## src/rtl/rpsc_seq_pkg.sv

```systemverilog
// rpsc_seq_pkg: state and first-fault encodings shared by the RF PS startup sequencer.
package rpsc_seq_pkg;
  typedef enum logic [2:0] {
    IDLE     = 3'd0,
    G2_ON    = 3'd1,
    DR_ON    = 3'd2,
    RUN      = 3'd3,
    SHUTDOWN = 3'd4,
    FAULT    = 3'd5
  } state_e;
  typedef enum logic [2:0] {
    FLT_NONE      = 3'd0,
    FLT_NO_PERM   = 3'd1,
    FLT_PERM_LOST = 3'd2,
    FLT_G2_TMO    = 3'd3,
    FLT_DR_TMO    = 3'd4,
    FLT_G2_LOST   = 3'd5,
    FLT_DR_LOST   = 3'd6
  } fault_e;
endpackage

```

## src/rtl/rpsc_seq_debounce.sv

```systemverilog
// rpsc_seq_debounce: output follows the input only after LEN consecutive equal samples; resets to all-ones.
module rpsc_seq_debounce #(
  parameter int WIDTH = 1,
  parameter int LEN   = 8
) (
  input  logic             clk,
  input  logic             reset,
  input  logic [WIDTH-1:0] d_i,
  output logic [WIDTH-1:0] q_o
);
  localparam int CW = $clog2(LEN + 1);
  logic [CW-1:0]    cnt_q, cnt_d;
  logic [WIDTH-1:0] val_q, val_d;
  always_comb begin
    cnt_d = (d_i == val_q || cnt_q == CW'(LEN - 1)) ? '0 : cnt_q + 1'b1;
    val_d = (d_i != val_q && cnt_q == CW'(LEN - 1)) ? d_i : val_q;
  end
  always_ff @(posedge clk or negedge reset) begin
    if (!reset) begin
      cnt_q <= '0;
      val_q <= '1;
    end else begin
      cnt_q <= cnt_d;
      val_q <= val_d;
    end
  end
  assign q_o = val_q;
endmodule

```

## src/rtl/rpsc_startup_sequencer.sv

```systemverilog
// rpsc_startup_sequencer: G2 PS / drive-amp turn-on sequencer with timeouts and first-fault latch.
// Define RPSC_SEQ_DEBOUNCE_EN to filter the synchronized status returns through rpsc_seq_debounce.
module rpsc_startup_sequencer
  import rpsc_seq_pkg::*;
#(
  parameter int CNT_W   = 21,
  parameter int G2_TMO  = 1562500,
  parameter int DR_TMO  = 781250,
  parameter int OFF_DLY = 78125,
  parameter int DEB_LEN = 8
) (
  input  logic       clk,
  input  logic       reset,
  input  logic       on_req,
  input  logic       off_req,
  input  logic       fault_clr,
  input  logic       not_on_perm,
  input  logic       not_g2_ok,
  input  logic       not_dr_amp_ok,
  output logic       g2_ps_act,
  output logic       dr_amp,
  output logic       running,
  output logic       fault,
  output logic [2:0] fault_code,
  output logic [2:0] state
);
  localparam logic [CNT_W-1:0] G2_LIM  = CNT_W'(G2_TMO - 1);
  localparam logic [CNT_W-1:0] DR_LIM  = CNT_W'(DR_TMO - 1);
  localparam logic [CNT_W-1:0] OFF_LIM = CNT_W'(OFF_DLY - 1);

  if (G2_TMO < 1 || DR_TMO < 1 || OFF_DLY < 1 || DEB_LEN < 1) begin : g_bad_param
    $error("rpsc_startup_sequencer: timing parameters must be at least 1");
  end

  // Status returns are active-low, so reset the synchronizers to 1 (not OK).
  logic [2:0] meta_q, sync_q, stat;
  always_ff @(posedge clk or negedge reset) begin
    if (!reset) begin
      meta_q <= '1;
      sync_q <= '1;
    end else begin
      meta_q <= {not_on_perm, not_g2_ok, not_dr_amp_ok};
      sync_q <= meta_q;
    end
  end

`ifdef RPSC_SEQ_DEBOUNCE_EN
  for (genvar i = 0; i < 3; i++) begin : g_deb
    rpsc_seq_debounce #(.WIDTH(1), .LEN(DEB_LEN)) u_deb (
      .clk  (clk),
      .reset(reset),
      .d_i  (sync_q[i]),
      .q_o  (stat[i])
    );
  end
`else
  assign stat = sync_q;
`endif

  logic perm_n, g2_n, dr_n;
  assign {perm_n, g2_n, dr_n} = stat;

  state_e           state_q, state_d;
  fault_e           code_q, code_d, flt;
  logic [CNT_W-1:0] timer_q, timer_d;
  logic             g2_q, dr_q, run_q, flt_q;
  logic             g2_tmo, dr_tmo;

  always_comb begin
    state_d = state_q;
    code_d  = code_q;
    g2_tmo  = g2_n && timer_q >= G2_LIM;
    dr_tmo  = dr_n && timer_q >= DR_LIM;
    flt     = state_q == G2_ON ? (perm_n ? FLT_PERM_LOST : g2_tmo ? FLT_G2_TMO : FLT_NONE) :
              state_q == DR_ON ? (perm_n ? FLT_PERM_LOST : g2_n ? FLT_G2_LOST :
                                  dr_tmo ? FLT_DR_TMO : FLT_NONE) :
              state_q == RUN   ? (perm_n ? FLT_PERM_LOST : g2_n ? FLT_G2_LOST :
                                  dr_n ? FLT_DR_LOST : FLT_NONE) : FLT_NONE;
    case (state_q)
      IDLE: if (on_req && !off_req) begin
        state_d = perm_n ? FAULT : G2_ON;
        code_d  = perm_n ? FLT_NO_PERM : FLT_NONE;
      end
      G2_ON, DR_ON, RUN: begin
        if (flt != FLT_NONE) begin
          state_d = FAULT;
          code_d  = flt;
        end else if (off_req) state_d = SHUTDOWN;
        else if (state_q == G2_ON && !g2_n) state_d = DR_ON;
        else if (state_q == DR_ON && !dr_n) state_d = RUN;
      end
      SHUTDOWN: if (timer_q >= OFF_LIM) state_d = IDLE;
      FAULT: if (fault_clr && !perm_n) begin
        state_d = IDLE;
        code_d  = FLT_NONE;
      end
      default: state_d = IDLE;
    endcase
    timer_d = state_d != state_q ? '0 : &timer_q ? timer_q : timer_q + 1'b1;
  end

  // Enables are registered from the next state so they line up with state_q.
  always_ff @(posedge clk or negedge reset) begin
    if (!reset) begin
      state_q <= IDLE;
      code_q  <= FLT_NONE;
      timer_q <= '0;
      g2_q    <= 1'b0;
      dr_q    <= 1'b0;
      run_q   <= 1'b0;
      flt_q   <= 1'b0;
    end else begin
      state_q <= state_d;
      code_q  <= code_d;
      timer_q <= timer_d;
      g2_q    <= state_d inside {G2_ON, DR_ON, RUN, SHUTDOWN};
      dr_q    <= state_d inside {DR_ON, RUN};
      run_q   <= state_d == RUN;
      flt_q   <= state_d == FAULT;
    end
  end

  assign g2_ps_act  = g2_q;
  assign dr_amp     = dr_q;
  assign running    = run_q;
  assign fault      = flt_q;
  assign fault_code = code_q;
  assign state      = state_q;
endmodule

```

## config.mk

```make
export PLATFORM = sky130hd
export DESIGN_NAME = rpsc_startup_sequencer
export DESIGN_NICKNAME = d
export VERILOG_FILES = /design/src/rtl/rpsc_seq_pkg.sv /design/src/rtl/rpsc_seq_debounce.sv /design/src/rtl/rpsc_startup_sequencer.sv
export SDC_FILE = /design/constraint.sdc
export NUM_CORES = 1
export LEC_CHECK = 0
export BUFFER_PORTS_ARGS = -buffer_cell sky130_fd_sc_hd__buf_2
export CORE_AREA = 2 2 64 66
export DETAILED_ROUTE_END_ITERATION = 16
export DIE_AREA = 0 0 66 68
export PLACE_DENSITY_LB_ADDON = 0.2
export REMOVE_ABC_BUFFERS = 1
export SYNTH_ARGS = -nofsm -noshare
export SYNTH_HDL_FRONTEND = slang
export SYNTH_HIERARCHICAL = 1
export SYNTH_SLANG_ARGS = --single-unit
```

## constraint.sdc

```tcl
create_clock -name clk -period 2.8 [get_ports clk]
set_input_delay 0.42 -clock clk [delete_from_list [all_inputs] [get_ports clk]]
set_output_delay 0.42 -clock clk [all_outputs]
set_load 0.01 [all_outputs]
```

# Word level (Yosys, flattened, before mapping)
# Index checks and enable logic that the tools add are counted.
op_classes:
  add_sub_neg: 1
  n_eq_ne: 15
  muxes: 27
  n_reduce_logical: 18
  n_lt_le_gt_ge: 3
ops:
  columns: ["cell", "count"]
  rows:
  - ["two-way mux 3 bit", 20]
  - ["two-way mux 21 bit", 2]
  - ["adder 21 x 1 -> 21 bit (second input constant)", 1]
  - [">= comparator 21 x 17 -> 1 bit (second input constant)", 1]
  - [">= comparator 21 x 20 -> 1 bit (second input constant)", 1]
  - [">= comparator 21 bit (second input constant)", 1]
  - ["AND reduction 21 bit", 1]
  - ["== test 3 x 2 -> 1 bit (second input constant)", 4]
  - ["== test 3 bit (second input constant)", 4]
  - ["case mux 3 bit (4 select lines)", 1]
  - ["case mux 3 bit (3 select lines)", 1]
  - ["inequality test 2 bit (second input constant)", 4]
  - ["== test 3 x 1 -> 1 bit (second input constant)", 2]
  - ["logical AND 1 bit", 6]
  - ["nonzero test 3 bit", 2]
  - ["zero test 1 bit", 4]
  - ["two-way mux 2 bit", 2]
  - ["AND reduction 4 bit", 1]
  - ["nonzero test 4 bit", 1]
  - ["zero test 3 bit", 1]
  - ["inequality test 3 bit", 1]
  - ["OR reduction 3 bit", 1]
  - ["nonzero test 2 bit", 1]
  - ["two-way mux 1 bit", 1]
word_totals:
  input_bits: 8
  elab_cells: 73
  reg_bits: 37
  out_inout_bits: 10

# Logic depth before layout (Yosys ltp)
logic_depth:
  ltp_word: 12
  depth_mapped: 9
  ltp_nobuf: 8

# Worst setup path after synthesis
# No wires, ideal clock.
synth_timing:
  kind: "register -> register"
  from: "register timer_q[0]"
  to: "register code_q[0] (netlist: fault_code[0])"
  arrival_ps: 2231
  setup_slack_ps: 444
  n_path_buf: 0
  path_stages_with_launch: 9
  setup_ps: 125
  synth_period_minus_slack_ps: 2356
  required_ps: 2675
  cell_sequence: "dfrtp_1 -> ha_1 -> or4b_1 -> o221ai_1 -> a221oi_2 -> o21ai_2 -> or2_4 -> o31ai_4 -> mux2_4"
synth_via:
  elab_chain_len: 10
  word_cells_on_any_way: 16
  cone_classes: "order compare: 2; eq/ne: 1; mux: 9; reduce/logical: 4"
synth_rtl:
  columns: ["item", "line_no", "text"]
  rows:
  - ["start: declaration", "rpsc_startup_sequencer.sv:65", "logic [CNT_W-1:0] timer_q, timer_d;"]
  - ["start signal: assignment", "rpsc_startup_sequencer.sv:115", "timer_q <= timer_d;"]
  - [">= comparator 21 x 20 -> 1 bit", "rpsc_startup_sequencer.sv:73", "dr_tmo = dr_n && timer_q >= DR_LIM;"]
  - ["logical AND 1 bit", "rpsc_startup_sequencer.sv:73", null]
  - ["two-way mux 3 bit", "rpsc_startup_sequencer.sv:76", "dr_tmo ? FLT_DR_TMO : FLT_NONE) :"]
  - ["two-way mux 3 bit (3 in a row)", "rpsc_startup_sequencer.sv:75", "state_q == DR_ON ? (perm_n ? FLT_PERM_LOST : g2_n ? FLT_G2_LOST :"]
  - ["two-way mux 3 bit *", "rpsc_startup_sequencer.sv:74", "flt = state_q == G2_ON ? (perm_n ? FLT_PERM_LOST : g2_tmo ? FLT_G2_TMO : FLT_NONE) :"]
  - ["nonzero test 3 bit", "rpsc_startup_sequencer.sv:85", "if (flt != FLT_NONE) begin"]
  - ["inequality test 2 bit (no source line)", null, null]
  - ["AND reduction 4 bit (no source line)", null, null]
  - ["end signal: assignment", "rpsc_startup_sequencer.sv:114", "code_q <= code_d;"]
  - ["end: declaration", "rpsc_startup_sequencer.sv:64", "fault_e code_q, code_d, flt;"]
# Every way passes the cells marked *; elsewhere a longest branch is shown, timed or not. The select of a mux whose other input is x is not followed.
# A chain may end at the register's enable or synchronous reset.

# Worst setup path in the final report
layout_timing:
  from: "register timer_q[0]"
  to: "register timer_q[0]"
layout_via:
  elab_chain_len: 12
  word_cells_on_any_way: 22
  cone_classes: "add/sub: 1; order compare: 3; eq/ne: 2; mux: 12; reduce/logical: 4"
layout_rtl:
  columns: ["item", "line_no", "text"]
  rows:
  - [">= comparator 21 x 20 -> 1 bit", "rpsc_startup_sequencer.sv:73", null]
  - ["logical AND 1 bit", "rpsc_startup_sequencer.sv:73", null]
  - ["two-way mux 3 bit", "rpsc_startup_sequencer.sv:76", null]
  - ["two-way mux 3 bit (3 in a row)", "rpsc_startup_sequencer.sv:75", null]
  - ["two-way mux 3 bit", "rpsc_startup_sequencer.sv:74", null]
  - ["nonzero test 3 bit", "rpsc_startup_sequencer.sv:85", null]
  - ["two-way mux 3 bit", "rpsc_startup_sequencer.sv:85", null]
  - ["case mux 3 bit (4 select lines)", "rpsc_startup_sequencer.sv:79", "case (state_q)"]
  - ["inequality test 3 bit", "rpsc_startup_sequencer.sv:99", "timer_d = state_d != state_q ? '0 : &timer_q ? timer_q : timer_q + 1'b1;"]
  - ["inequality test 2 bit (no source line) or two-way mux 21 bit (tied branches)", null, null]
# Parallel ways exist; a longest one is shown, timed or not. The select of a mux whose other input is x is not followed.

==> flow_summary.ini <==
[cells_and_area]
diodes = 0
synthToLayoutAreaGrowth_pct = 9.13
fin_nets = 258
drive_above_1_share_pct = 19.8
final_area_sq_mm = 0.00233

[global_route]
track_usage_pct = 22.8
grt_pass1_wl_um = 7690
grt_max_degree = 38
antenna_found_initial = 0
gr-total-overflow = 0
grt_pass1_vias = 1667

[setup_path]
crit_required_ns = 2.98
arrival_ns = 2.74
slowest_delay_ns = 0.48
setup.worst_path.start_class = register
path_class = register to register
slowest_stage = dfrtp_1
path_max_fanout = 12
worst-path-buf-inv = 1
crit_family = compound AO/OA/AOI/OAI gates
end_kind = register
cp_cell_sequence = ha_1 > or4b_1 > o221ai_1 > a221oi_2 > o21ai_2 > o32ai_1 > a21oi_2 > buf_4 > nor3_1

[sta]
relSlewSlack_pct = 47.7
tns_ns = 0
fin_crit_ns = 2.56
timing.fmax_mhz = 391
slew_viol_final = 0
hold_violations = 0
grt_setup_unrepaired = false
finalSetupViolations = 0
period_share_pct = 91.4
fin_worst_skew_ns = 0.00895
worstMarginPinSlew_ns = 0.784

[routing]
viasPerCell = 5.72
drt-total-wl_um = 4550
post_drt_wl_per_cell_um = 15.3
postRouteAntennaNets = 0
vias = 1705
dr.pass1.iters = 4
drc = 0
drt_iter0_drc = 91

[clock_tree]
cts_setup_buffers = 0
max-clock-path-buffers = 2
cts_tree = yes
h-tree-depth = 2
cts.clk_slew.worst_paths_ns = 0.07
cts_resized = 0
numCtsBuffers = 5
cts_root_buf = clkbuf_8
hold_buffers = 0
cts_sinks = 37
clk_latency_ns = 0.29

[synthesis]
synth_area_leaders = dfrtp_1 36%, dfstp_2 7.4%, nor2_1 6.7%, xor2_1 5.3%, nand3_1 2.8%
ys_ff_latch = 37
synth-edff-count = 0
ys.flop_type = dfrtp_1
synth_area_leader_cell = dfrtp_1
seq_area_frac_synth_pct = 43.7
avgSynthCellArea_sq_um = 9.21
synthTopCellsByCount = 38 x nor2_1, 31 x dfrtp_1, 16 x nand2_1
synth-async-reset-ratio_pct = 100
yosys_warnings = 6
synth_cell_types = 58
syn_area_sq_mm = 0.00214
synthesis.instances = 232
synth_top_area_share_pct = 36.3
yosysMostFrequentCell = nor2_1

[power]
power_density_mw_per_mm2 = 639
p_total_uw = 1490
p_leak_uw = 0.00102
ir_worst_vdd_mv = 0.349

[placed_design]
hpwlAfterDp_um = 3320
gp_congestion = 0.958
port_buffers = 17
place_area_sq_mm = 0.00224

[die]
pin_count = 18
die_w_um = 66
rows = 23
start_util_pct = 55.4
die_h_um = 68
core_area_sq_mm = 0.00386
die-area_sq_mm = 0.00449

[run]
max-cap-violations = 0

[hold_path]
min_path_type = primary input to asynchronous set/reset pin

[status]
status = completed
## per-layer routing
layer | GRT usage, % | routed length (um) | vias up
met5 | 0 | 0 | -
met4 | 8.93 | 27 | 0
met3 | 5.59 | 176 | 2
met1 | 28.3 | 2090 | 815
li1 | - | - | 851
met2 | 38.5 | 2260 | 37
## path summary, 6_finish.rpt
path / slack, ns / endpoint / start / depth (start not counted)
max in group asynchronous: 2.09 / timer_q[20] / reset / 1
setup reg to reg: 0.24 / timer_q[0] / timer_q[0] / 9
min in group clk: 0.23 / meta_q[1] / not_g2_ok / 1
setup / recovery: 0.24 / timer_q[0] / timer_q[0] / 9
hold reg to reg: 0.35 / stat[2] / meta_q[2] / 0
hold / removal: 0.21 / g2_ps_act / reset / 1
## layout by cell type, fill, tap and decap left out, drive strengths merged, types with 2 or more instances in the layout
cell	n
dfrtp	31
a31oi	3
or3	4
a21oi	8
dfstp	6
nand2b	3
inv	7
o211ai	2
xnor2	4
clkbuf	8
nand2	16
or2	2
o31ai	2
nor2b	3
nand3	12
o21ai	9
nor3b	2
nand4	7
nor3	9
ha	3
a2111oi	4
and4	2
a211oi	3
nor2	38
xor2	13
nor4	4
buf	21
and3	5
and2	2
## registers in the layout (all words and copies together) (netlist names)
signal      count
meta_q          3
fault           1
running         1
timer_q        21
fault_code      3
g2_ps_act       1
stat            3
dr_amp          1
state           3
## final cells by class
cell class | count | area (sq um)
sequential | 37 | 933
tap | 50 | 62.6
fill | 343 | 1520
multi-input combinational | 175 | 1100
clock buffer | 8 | 90.1
timing repair buffer | 21 | 115
inverter | 7 | 26.3
## worst register-to-register path, delay by kind of cell, from the launching register on
kind | cells | cell delay, ns
fa+ha+maj | 1 | 0.32
buf+inv | 1 | 0.21
simple gates | 2 | 0.53
compound gates | 5 | 0.91
flops | 1 | 0.48
## cells by family after synthesis
family                     synth area share, %
xor gates and xnor gates                  6.97
DFF                                       43.7
buffers and inverters                     4.63
and+or+nand+nor                           26.5
muxes                                     1.17
AOI/OAI and AO/OA                         15.3
adders and majority gates                 1.76
## where the power goes
| part | internal, uW | switching [uW] |
|---|---|---|
| clock network | 201 | 182 |
| registers | 590 | 87.9 |
| logic | 195 | 235 |
## metrics by stage
stage	setup slack (ns)	hold WS, ns	instances	util, %
detailed placement	0.249	0.348	290	58.1
finish	0.240	0.206	298	60.5
global placement	0.321	0.346	290	58.1
global route	0.0403	0.212	298	60.5
floorplan	0.238	0.124	219	-
CTS	0.236	0.220	298	60.5
No activity file was read; power rests on OpenSTA's default activity.
